### src/rtl/uart_rx_ctrl.sv
// uart_rx_ctrl: 8-bit UART receive sequencer (2-flop sync, mid-bit start qualify, centre sampling).
// Latency: HALF + 9*CLKS_PER_BIT + 1 clocks from rx_s falling to rx_valid (+CLKS_PER_BIT with parity).
// Backpressure: one-entry valid/ready holding register; a byte completing while it is full is dropped with an overrun pulse.
// Optional feature macro: UART_RX_PARITY_EN (even parity bit between data and stop, adds parity_err).
module uart_rx_ctrl #(
    parameter int CLKS_PER_BIT = 325
) (
    input  logic       clk,
    input  logic       rst_n,
    input  logic       rx,
    output logic [7:0] rx_data,
    output logic       rx_valid,
    input  logic       rx_ready,
    output logic       frame_err,
    output logic       overrun,
`ifdef UART_RX_PARITY_EN
    output logic       parity_err,
`endif
    output logic       busy
);

    localparam int          HALF      = CLKS_PER_BIT / 2;
    localparam logic [15:0] HALF_LAST = 16'(HALF - 1);
    localparam logic [15:0] BIT_LAST  = 16'(CLKS_PER_BIT - 1);

    typedef enum logic [2:0] {IDLE, START, DATA, PARITY, STOP} state_t;

    state_t      state, state_nxt;
    logic [15:0] cnt, cnt_nxt;
    logic [2:0]  idx, idx_nxt;
    logic [7:0]  shreg, shreg_nxt;
    logic        armed, armed_nxt;
    logic        sync1, rx_s;
    logic        stop_ok;
    logic        ferr_nxt;
`ifdef UART_RX_PARITY_EN
    logic        par_bad, par_bad_nxt;
    logic        perr_nxt;
`endif

    assign busy = (state != IDLE);

    // Two-flop synchroniser; resets to the idle (high) line level.
    always_ff @(posedge clk or negedge rst_n) begin
        if (!rst_n) begin
            sync1 <= 1'b1;
            rx_s  <= 1'b1;
        end else begin
            sync1 <= rx;
            rx_s  <= sync1;
        end
    end

    // Sequencer state and bit-timing datapath registers.
    always_ff @(posedge clk or negedge rst_n) begin
        if (!rst_n) begin
            state <= IDLE;
            cnt   <= '0;
            idx   <= '0;
            shreg <= '0;
            armed <= 1'b0;
`ifdef UART_RX_PARITY_EN
            par_bad <= 1'b0;
`endif
        end else begin
            state <= state_nxt;
            cnt   <= cnt_nxt;
            idx   <= idx_nxt;
            shreg <= shreg_nxt;
            armed <= armed_nxt;
`ifdef UART_RX_PARITY_EN
            par_bad <= par_bad_nxt;
`endif
        end
    end

    // Next-state logic; armed blocks retriggering until the line has been seen high after a break.
    always_comb begin
        state_nxt = state;
        cnt_nxt   = cnt;
        idx_nxt   = idx;
        shreg_nxt = shreg;
        armed_nxt = armed;
        stop_ok   = 1'b0;
        ferr_nxt  = 1'b0;
`ifdef UART_RX_PARITY_EN
        par_bad_nxt = par_bad;
        perr_nxt    = 1'b0;
`endif
        case (state)
            IDLE: begin
                cnt_nxt = '0;
                if (rx_s) begin
                    armed_nxt = 1'b1;
                end else if (armed) begin
                    state_nxt = START;
                end
            end
            START: begin
                if (cnt == HALF_LAST) begin
                    cnt_nxt   = '0;
                    idx_nxt   = '0;
                    state_nxt = rx_s ? IDLE : DATA;
                end else begin
                    cnt_nxt = cnt + 16'd1;
                end
            end
            DATA: begin
                if (cnt == BIT_LAST) begin
                    cnt_nxt   = '0;
                    shreg_nxt = {rx_s, shreg[7:1]};
                    idx_nxt   = idx + 3'd1;
                    if (idx == 3'd7) begin
`ifdef UART_RX_PARITY_EN
                        state_nxt = PARITY;
`else
                        state_nxt = STOP;
`endif
                    end
                end else begin
                    cnt_nxt = cnt + 16'd1;
                end
            end
`ifdef UART_RX_PARITY_EN
            PARITY: begin
                if (cnt == BIT_LAST) begin
                    cnt_nxt     = '0;
                    par_bad_nxt = rx_s ^ (^shreg);
                    state_nxt   = STOP;
                end else begin
                    cnt_nxt = cnt + 16'd1;
                end
            end
`endif
            STOP: begin
                if (cnt == BIT_LAST) begin
                    cnt_nxt   = '0;
                    state_nxt = IDLE;
                    if (!rx_s) begin
                        ferr_nxt  = 1'b1;
                        armed_nxt = 1'b0;
`ifdef UART_RX_PARITY_EN
                    end else if (par_bad) begin
                        perr_nxt = 1'b1;
`endif
                    end else begin
                        stop_ok = 1'b1;
                    end
                end else begin
                    cnt_nxt = cnt + 16'd1;
                end
            end
            default: begin
                state_nxt = IDLE;
                cnt_nxt   = '0;
            end
        endcase
    end

    // Holding register with overrun detection and registered error pulses.
    always_ff @(posedge clk or negedge rst_n) begin
        if (!rst_n) begin
            rx_data   <= '0;
            rx_valid  <= 1'b0;
            frame_err <= 1'b0;
            overrun   <= 1'b0;
`ifdef UART_RX_PARITY_EN
            parity_err <= 1'b0;
`endif
        end else begin
            frame_err <= ferr_nxt;
            overrun   <= stop_ok & rx_valid & ~rx_ready;
`ifdef UART_RX_PARITY_EN
            parity_err <= perr_nxt;
`endif
            if (stop_ok && (!rx_valid || rx_ready)) begin
                rx_data  <= shreg;
                rx_valid <= 1'b1;
            end else if (rx_valid && rx_ready) begin
                rx_valid <= 1'b0;
            end
        end
    end

endmodule
### config.mk
export PLATFORM = sky130hd
export DESIGN_NAME = uart_rx_ctrl
export DESIGN_NICKNAME = d
export VERILOG_FILES = /design/src/rtl/uart_rx_ctrl.sv
export SDC_FILE = /design/constraint.sdc
export NUM_CORES = 1
export LEC_CHECK = 0
export CORE_MARGIN = 4
export CORE_UTILIZATION = 52
export DETAILED_ROUTE_END_ITERATION = 16
export PLACE_DENSITY = 0.77
export SYNTH_ARGS = -nofsm -noshare
export SYNTH_HDL_FRONTEND = slang
export SYNTH_SLANG_ARGS = --single-unit
### constraint.sdc
create_clock -name clk -period 2.2 [get_ports clk]
set_clock_uncertainty 0.05 [all_clocks]
set_input_delay 0.44 -clock clk [delete_from_list [all_inputs] [get_ports clk]]
set_output_delay 0.44 -clock clk [all_outputs]
set_load 0.005 [all_outputs]
==> metrics.md, run 1 <==
| Metric | Value |
|---|---|
| Yosys top cell by area | dfrtp_1 |
| Status | finished with violations |
| Tmin final | between 2000 and 2500 ps |
| Post-Syn Area | 0.00209 mm² |
| Critical path class | flop to flop |
| Filler Cells Inserted | 238 |
| Dominant synthesized flop cell | dfrtp_1 |
| F_max | 450 MHz |
| Final net count | roughly 240 |
| Async SR Flop Fraction | 1.00 |
| Sink Count | 44 |
| Layout cells sized above 1 | 0.313 |
| Worst-path clk slew | roughly 80 ps |
| Int Pwr | 1.39 mW |
| Slew Limit Fails | 0 |
| Core ar. | 0.00377 mm² |
| Die Area | 0.00509 mm² |
| Antenna violations before repair | 0 |
| Die height | 71.4 µm |
| Power share of the clock group | 0.316 |
| Grt total ovfl | 0 |
| Power share of the combinational group | 0.204 |
| FF-to-FF Start | cnt[15] |
| Ports | 16 |
| Syn Inst Count | 184 |
| Initial drt markers | 69 |
| TritonCTS clock tree | yes |
| Yosys reg bits | 44 |
| EDFF count, synth | 0 |
| Actual slew at the worst max-slew pin | 536 ps |
| RSZ-0062 raised after global routing | yes |
| Pwr dens | approximately 700 mW/mm² |
| Normalized max-slew margin | 0.642 |
| CP endpoint kind | flop |
| Total GRT Usage | 0.183 |
| Seq/Total Area, Yosys | 0.529 |
| Net Sw Power | 0.514 mW |
| Die width | 71.4 µm |
| Setup ws final | -23.8 ps |
| Mean Syn Cell Area | ~11 µm² |
| Reg-to-Reg End | rx_data[7] |
| Endpoints failing setup | 11 |
| Met3 Usage GRT | 0.0337 |
| Setup slack, reg-to-reg | -20 ps |
| Clock Path Buffers | 2 |
| Sw frac | 0.270 |
| P&R area growth vs syn | 30.9% |
| First-pass GRT wire length | 7470 µm |
| Clk root buf | clkbuf_8 |
| Drt drc | 0 |
| Tot Pwr | 1.91 mW |
| Mapped Nets | 193 |
| Synth unique cells | 45 |
| DR vias | between 1500 and 2000 |
| Number of CTS-inserted buffers | 5 |
| Via density | 5.52 |
| Initial Util | 0.553 |
| Row count | 22 |
| Later-pin clock latency in the skew report | 290 ps |
| Most common cell in the netlist | dfrtp_1 |
| Global routing usage on met1 | 0.235 |
| CP arrival | 2350 ps |
| Detailed Routing Iterations Pass 1 | 4 |
| Total number of yosys warnings | 0 |
| Failing checks | setup timing |
| Hold Slack | 72.2 ps |
| Final core occ | 0.725 |
| Period utilisation layout | 1.01 |
| Post-route antenna net violation count | 0 |
| Synth top area cells | dfrtp_1, mux2_2, nor2_1 |
| Ant. Diodes | 0 |
| Setup_tns | -136 ps |
| Hpwl dp | 3160 µm |
| WL/cell | 15.9 µm |
| Pre-CTS worst setup slack | -55.6 ps |
| H-tree Lvls | 2 |
| Input/output buffers | 15 |
| Largest net degree at the start of global routing | 24 |
| Commonest cells post-synth | dfrtp_1, nor2_1, mux2_2 |
| Final weighted congestion of routability-driven global placement | 0.831 |
| CP Max Fanout | 7 |
| Sequential Power Share | 0.480 |
| WL final | 4480 µm |
| Critical Path RT | 2330 ps |
| Max-cap violations | 0 |
| Lkg Pwr | 1.23 nW |
| Top Usage Layer GRT | met2 |
| Worst vdd ir | 0.530 mV |
| Worst Hold Class | input pin to async pin |
| M2 GR Usage | 0.320 |
| Final Hold Fails | 0 |
| Worst Reg-to-Reg Cells | 5 |
| Vias in the first global route | 1600 |
| Startpoint Class | flop |
| Synth top area share | 0.504 |
[worst max-delay path by stage]
stage / cells after the start / startpoint / to / slack (ps)
2_1_floorplan: 4 / cnt[11] / rx_data[0] / -30
3_3_place_gp: 6 / cnt[13] / shreg[0] / 10
3_5_place_dp: 4 / cnt[13] / rx_data[4] / -60
4_1_cts: 5 / cnt[15] / rx_data[4] / -30
5_1_grt: 5 / cnt[0] / idx[1] / -70
6_report: 5 / cnt[15] / rx_data[7] / -20
[kinds of logic after synthesis]
| family | after synthesis | share of synthesized area |
|---|---|---|
| xor+xnor | 13 | 0.0546 |
| fa+ha+maj | 5 | 0.0300 |
| simple gates | 77 | 0.213 |
| compound gates | 14 | 0.0522 |
| buf+inv | 14 | 0.0300 |
| mux | 17 | 0.0911 |
| flops | 44 | 0.529 |
[power groups by stage]
| stage | registers [mW] | logic [mW] | clock network (mW) |
|---|---|---|---|
| 2_1_floorplan | 0.918 | 0.187 | 0 |
| 3_3_place_gp | 0.919 | 0.335 | 0 |
| 3_5_place_dp | 0.924 | 0.349 | 0 |
| 4_1_cts | 0.908 | 0.353 | 0.613 |
| 5_1_grt | 0.926 | 0.430 | 0.648 |
| 6_report | 0.915 | 0.389 | 0.601 |
[final cells by class]
type                       instances  area, µm²  share of cell area
clock inverter                     2       35.0              0.0128
timing repair buffer              48        443               0.162
multi-input combinational        126        992               0.363
inverter                           7       26.3             0.00962
sequential                        44       1100               0.404
clock buffer                       6       72.6              0.0266
tap                               48       60.1              0.0220
[critical path, stage by stage (launching register included)]
cell and delay (ps):
dfrtp_1 380, or4bb_1 530, or4_4 570, nor2_4 140, buf_12 140, mux2_4 300
[sequential cells by signal, summed over array words and instances, names as in the netlist]
register and cells:
rx_valid 1, cnt 16, sync1 1, shreg 8
rx_data 8, overrun 1, frame_err 1, idx 3
rx_s 1, armed 1, state 3
[cells in the final DEF (no fill, tap or decap), types with 4 or more instances in the layout]
cell	netlist	final
a21oi_1	4	4
buf_12	0	4
buf_4	0	29
clkbuf_8	0	5
clkdlybuf4s50_1	0	14
dfrtp_1	42	42
ha_1	5	4
inv_1	7	6
mux2_2	15	8
mux2_4	0	8
nand2_1	11	11
nand3_1	10	10
nand4_1	4	4
nor2_1	19	19
xnor2_1	8	8
xor2_1	5	5
[per-layer routing]
metal  up-vias  part of all wire
met5         -                 0
met2        29              0.55
met3         2             0.036
met1       772              0.42
met4         0            0.0029
li1        749                 -
[through the flow]
step                      cell area [µm²]  cells
after floorplan                      2100    184
after global placement               2500    267
after detailed placement             2500    267
after CTS                            2680    278
after global routing                 2730    281
final                                2730    281
[timing repair]
item / CTS / global route
resized for setup: 10 / 6
buffers inserted: 3 / 3
pin swaps: 3 / 4
gates cloned: 0 / 0
hold buffers: 0 / 0
hold endpoints to repair: 0 / 0
endpoints found under the setup margin: 33 / 34
Note: power is estimated with default switching activity, not from simulation.
==> run 2, diff against run 1 <==
ABC_AREA = 1   (was default)
CORE_ASPECT_RATIO = 1.25   (was default)
==> run 2 against run 1 <==
The run now ends clean; non-clock buffer count down 31; hold slack worse by 50 ps; first-iteration DRC count unchanged; cell count is 15% higher; setup slack better by 330 ps; routed wire length decreased by 17%; fmax up 17%; highest routed layer unchanged; total power rose by 1.4%; clock power down 0.8%; synthesized area rose by 2.4%; critical path type is now flop to output port.
==> metrics.md, run 2 <==
| Metric | Value |
|---|---|
| Status | complete, no violations |
| Biggest regs | cnt: 16 flops, rx_data: 8 flops, shreg: 8 flops |
| Postcts setup bufs | 0 |
| CP arrival | 1410 ps |
| Yosys reg bits | between 40 and 50 |
| Mapped Nets | roughly 260 |
| Net Sw Power | about 0.60 mW |
| Final net count | 276 |
| Input/output buffers | 15 |
| Number of CTS-inserted buffers | 5 |
| Power share of the combinational group | 0.226 |
| Pwr dens | 793 mW/mm² |
| Register with the highest flop count | cnt |
| Seq/Total Area, Yosys | 0.516 |
| Initial Util | 0.551 |
| Ports | 16 |
| DP Area | 0.00233 mm² |
| Vias in the first global route | 1557 |
| Async SR Flop Fraction | 1.00 |
| Core ar. | 0.00388 mm² |
| Commonest non-fill, non-tap cells in the layout | nand2_1, dfrtp_1, inv_1 |
| Placed Cells | 314 |
| Layout cells sized above 1 | 0.123 |
| Worst Hold Class | input pin to async pin |
| CTS resizes | 0 |
| Drt drc | 0 |
| Die height | 79.7 µm |
| Int Pwr | 1.34 mW |
| CP endpoint kind | output port |
| Endpoints failing setup | 0 |
| Total number of yosys warnings | 0 |
| Power share of the clock group | 0.309 |
| # hold bufs at CTS | 0 |
| Actual slew at the worst max-slew pin | about 440 ps |
| Clock Path Buffers | 2 |
| Via density | 4.99 |
| Total GRT Usage | 0.164 |
| Tot Pwr | around 1.9 mW |
| Clk root buf | clkbuf_8 |
| Commonest cells post-synth | nand2_1, dfrtp_1, inv_1 |
| Max reg flops | 16 |
| Yosys top cell by area | dfrtp_1 |
| H-tree Lvls | 2 |
| Sink Count | 44 |
| Grt total ovfl | 0 |
| Dominant synthesized flop cell | dfrtp_1 |
| Largest net degree at the start of global routing | 26 |
| Final Hold Fails | 0 |
| Synth unique cells | 29 |
| Row count | 25 |
| Startpoint Class | flop |
| Slew Limit Fails | 0 |
| Hold Slack | 22.0 ps |
| CP Max Fanout | 4 |
| Top Usage Layer GRT | met2 |
| Final cell count without fillers | about 320 |
| DR vias | 1607 |
| Later-pin clock latency in the skew report | approximately 300 ps |
| Hpwl dp | 2830 µm |
| Critical Path RT | 1710 ps |
| Most common cell in the netlist | nand2_1 |
| Final weighted congestion of routability-driven global placement | 0.867 |
| Post-route antenna net violation count | 0 |
| Post-Syn Area | around 0.0021 mm² |
| Ant. Diodes | 0 |
| F_max | between 500 and 600 MHz |
| Synth top area share | 0.492 |
| Syn Inst Count | 248 |
| Met3 Usage GRT | 0.0423 |
| Setup_tns | 0 ps |
| EDFF count, synth | 0 |
| Sequential Power Share | 0.466 |
| Normalized max-slew margin | 0.706 |
| WL/cell | roughly 11 µm |
| WL final | approximately 3700 µm |
| Detailed Routing Iterations Pass 1 | 4 |
| Lkg Pwr | 1.10 nW |
| TritonCTS clock tree | yes |
| Die Area | roughly 0.0052 mm² |
| Worst-path clk slew | around 80 ps |
| Sw frac | 0.309 |
| Worst vdd ir | 0.495 mV |
| Critical path class | flop to output port |
| M2 GR Usage | 0.266 |
| Period utilisation layout | 0.862 |
| Synth top area cells | dfrtp_1, nand2_1, inv_1 |
| RSZ-0062 raised after global routing | no |
| Antenna violations before repair | 0 |
| Mean Syn Cell Area | 8.62 µm² |
| P&R area growth vs syn | 14.0% |
| Tmin final | 1900 ps |
| Design Area, Final | around 0.0024 mm² |
| Global routing usage on met1 | 0.199 |
| First-pass GRT wire length | 6590 µm |
| Most common cell after layout, fill and taps aside | nand2_1 |
| Max-cap violations | 0 |
| Initial drt markers | slightly below 70 |
| Die width | 65.3 µm |
[run 2: power by group through the flow]
| stage | Combinational [mW] | Sequential (mW) | Clock (mW) |
|---|---|---|---|
| 2_1_floorplan | 0.310 | 0.904 | 0 |
| 3_3_place_gp | 0.423 | 0.911 | 0 |
| 3_5_place_dp | 0.433 | 0.914 | 0 |
| 4_1_cts | 0.436 | 0.900 | 0.619 |
| 5_1_grt | 0.492 | 0.906 | 0.647 |
| 6_report | 0.436 | 0.900 | 0.596 |
[run 2: layout make-up]
type	count	area (µm²)
fill	360	1440
sequential	44	1100
multi-input combinational	168	881
timing repair buffer	17	160
inverter	31	116
clock buffer	6	72.6
tap	54	67.6
clock inverter	2	35.0
[run 2: per-stage QoR]
step,util,setup slack [ps]
4_1_cts,0.628,279
2_1_floorplan,-,710
3_3_place_gp,0.600,580
5_1_grt,0.628,217
6_report,0.628,303
3_5_place_dp,0.600,536
[run 2: cells by family after synthesis]
| group | Yosys count | synth area share |
|---|---|---|
| adders and majority gates | 5 | 0.0293 |
| buffers and inverters | 36 | 0.0714 |
| AOI/OAI and AO/OA | 38 | 0.105 |
| and+or+nand+nor | 119 | 0.253 |
| xor gates and xnor gates | 6 | 0.0246 |
| DFF | 44 | 0.516 |
[run 2: layer usage]
| metal | part of all wire | vias up |
|---|---|---|
| met5 | 0 | - |
| met4 | 0.019 | 0 |
| met3 | 0.039 | 10 |
| met2 | 0.48 | 34 |
| met1 | 0.46 | 733 |
| li1 | - | 830 |
[run 2: final timing paths]
path | start | to | slack (ps) | cells after the start
hold / removal | rst_n | cnt[8] | 20 | 1
min in group clk | sync1 | rx_s | 310 | 0
max in group asynchronous | rst_n | idx[0] | 1430 | 2
setup reg to reg | cnt[0] | cnt[14] | 520 | 9
hold reg to reg | sync1 | rx_s | 310 | 0
setup / recovery | state[1] | busy | 300 | 3
[run 2: critical path, stage by stage (launching register included)]
cell and delay (ps):
dfrtp_1 400, nor2_1 130, nand2_1 120, clkdlybuf4s50_1 470
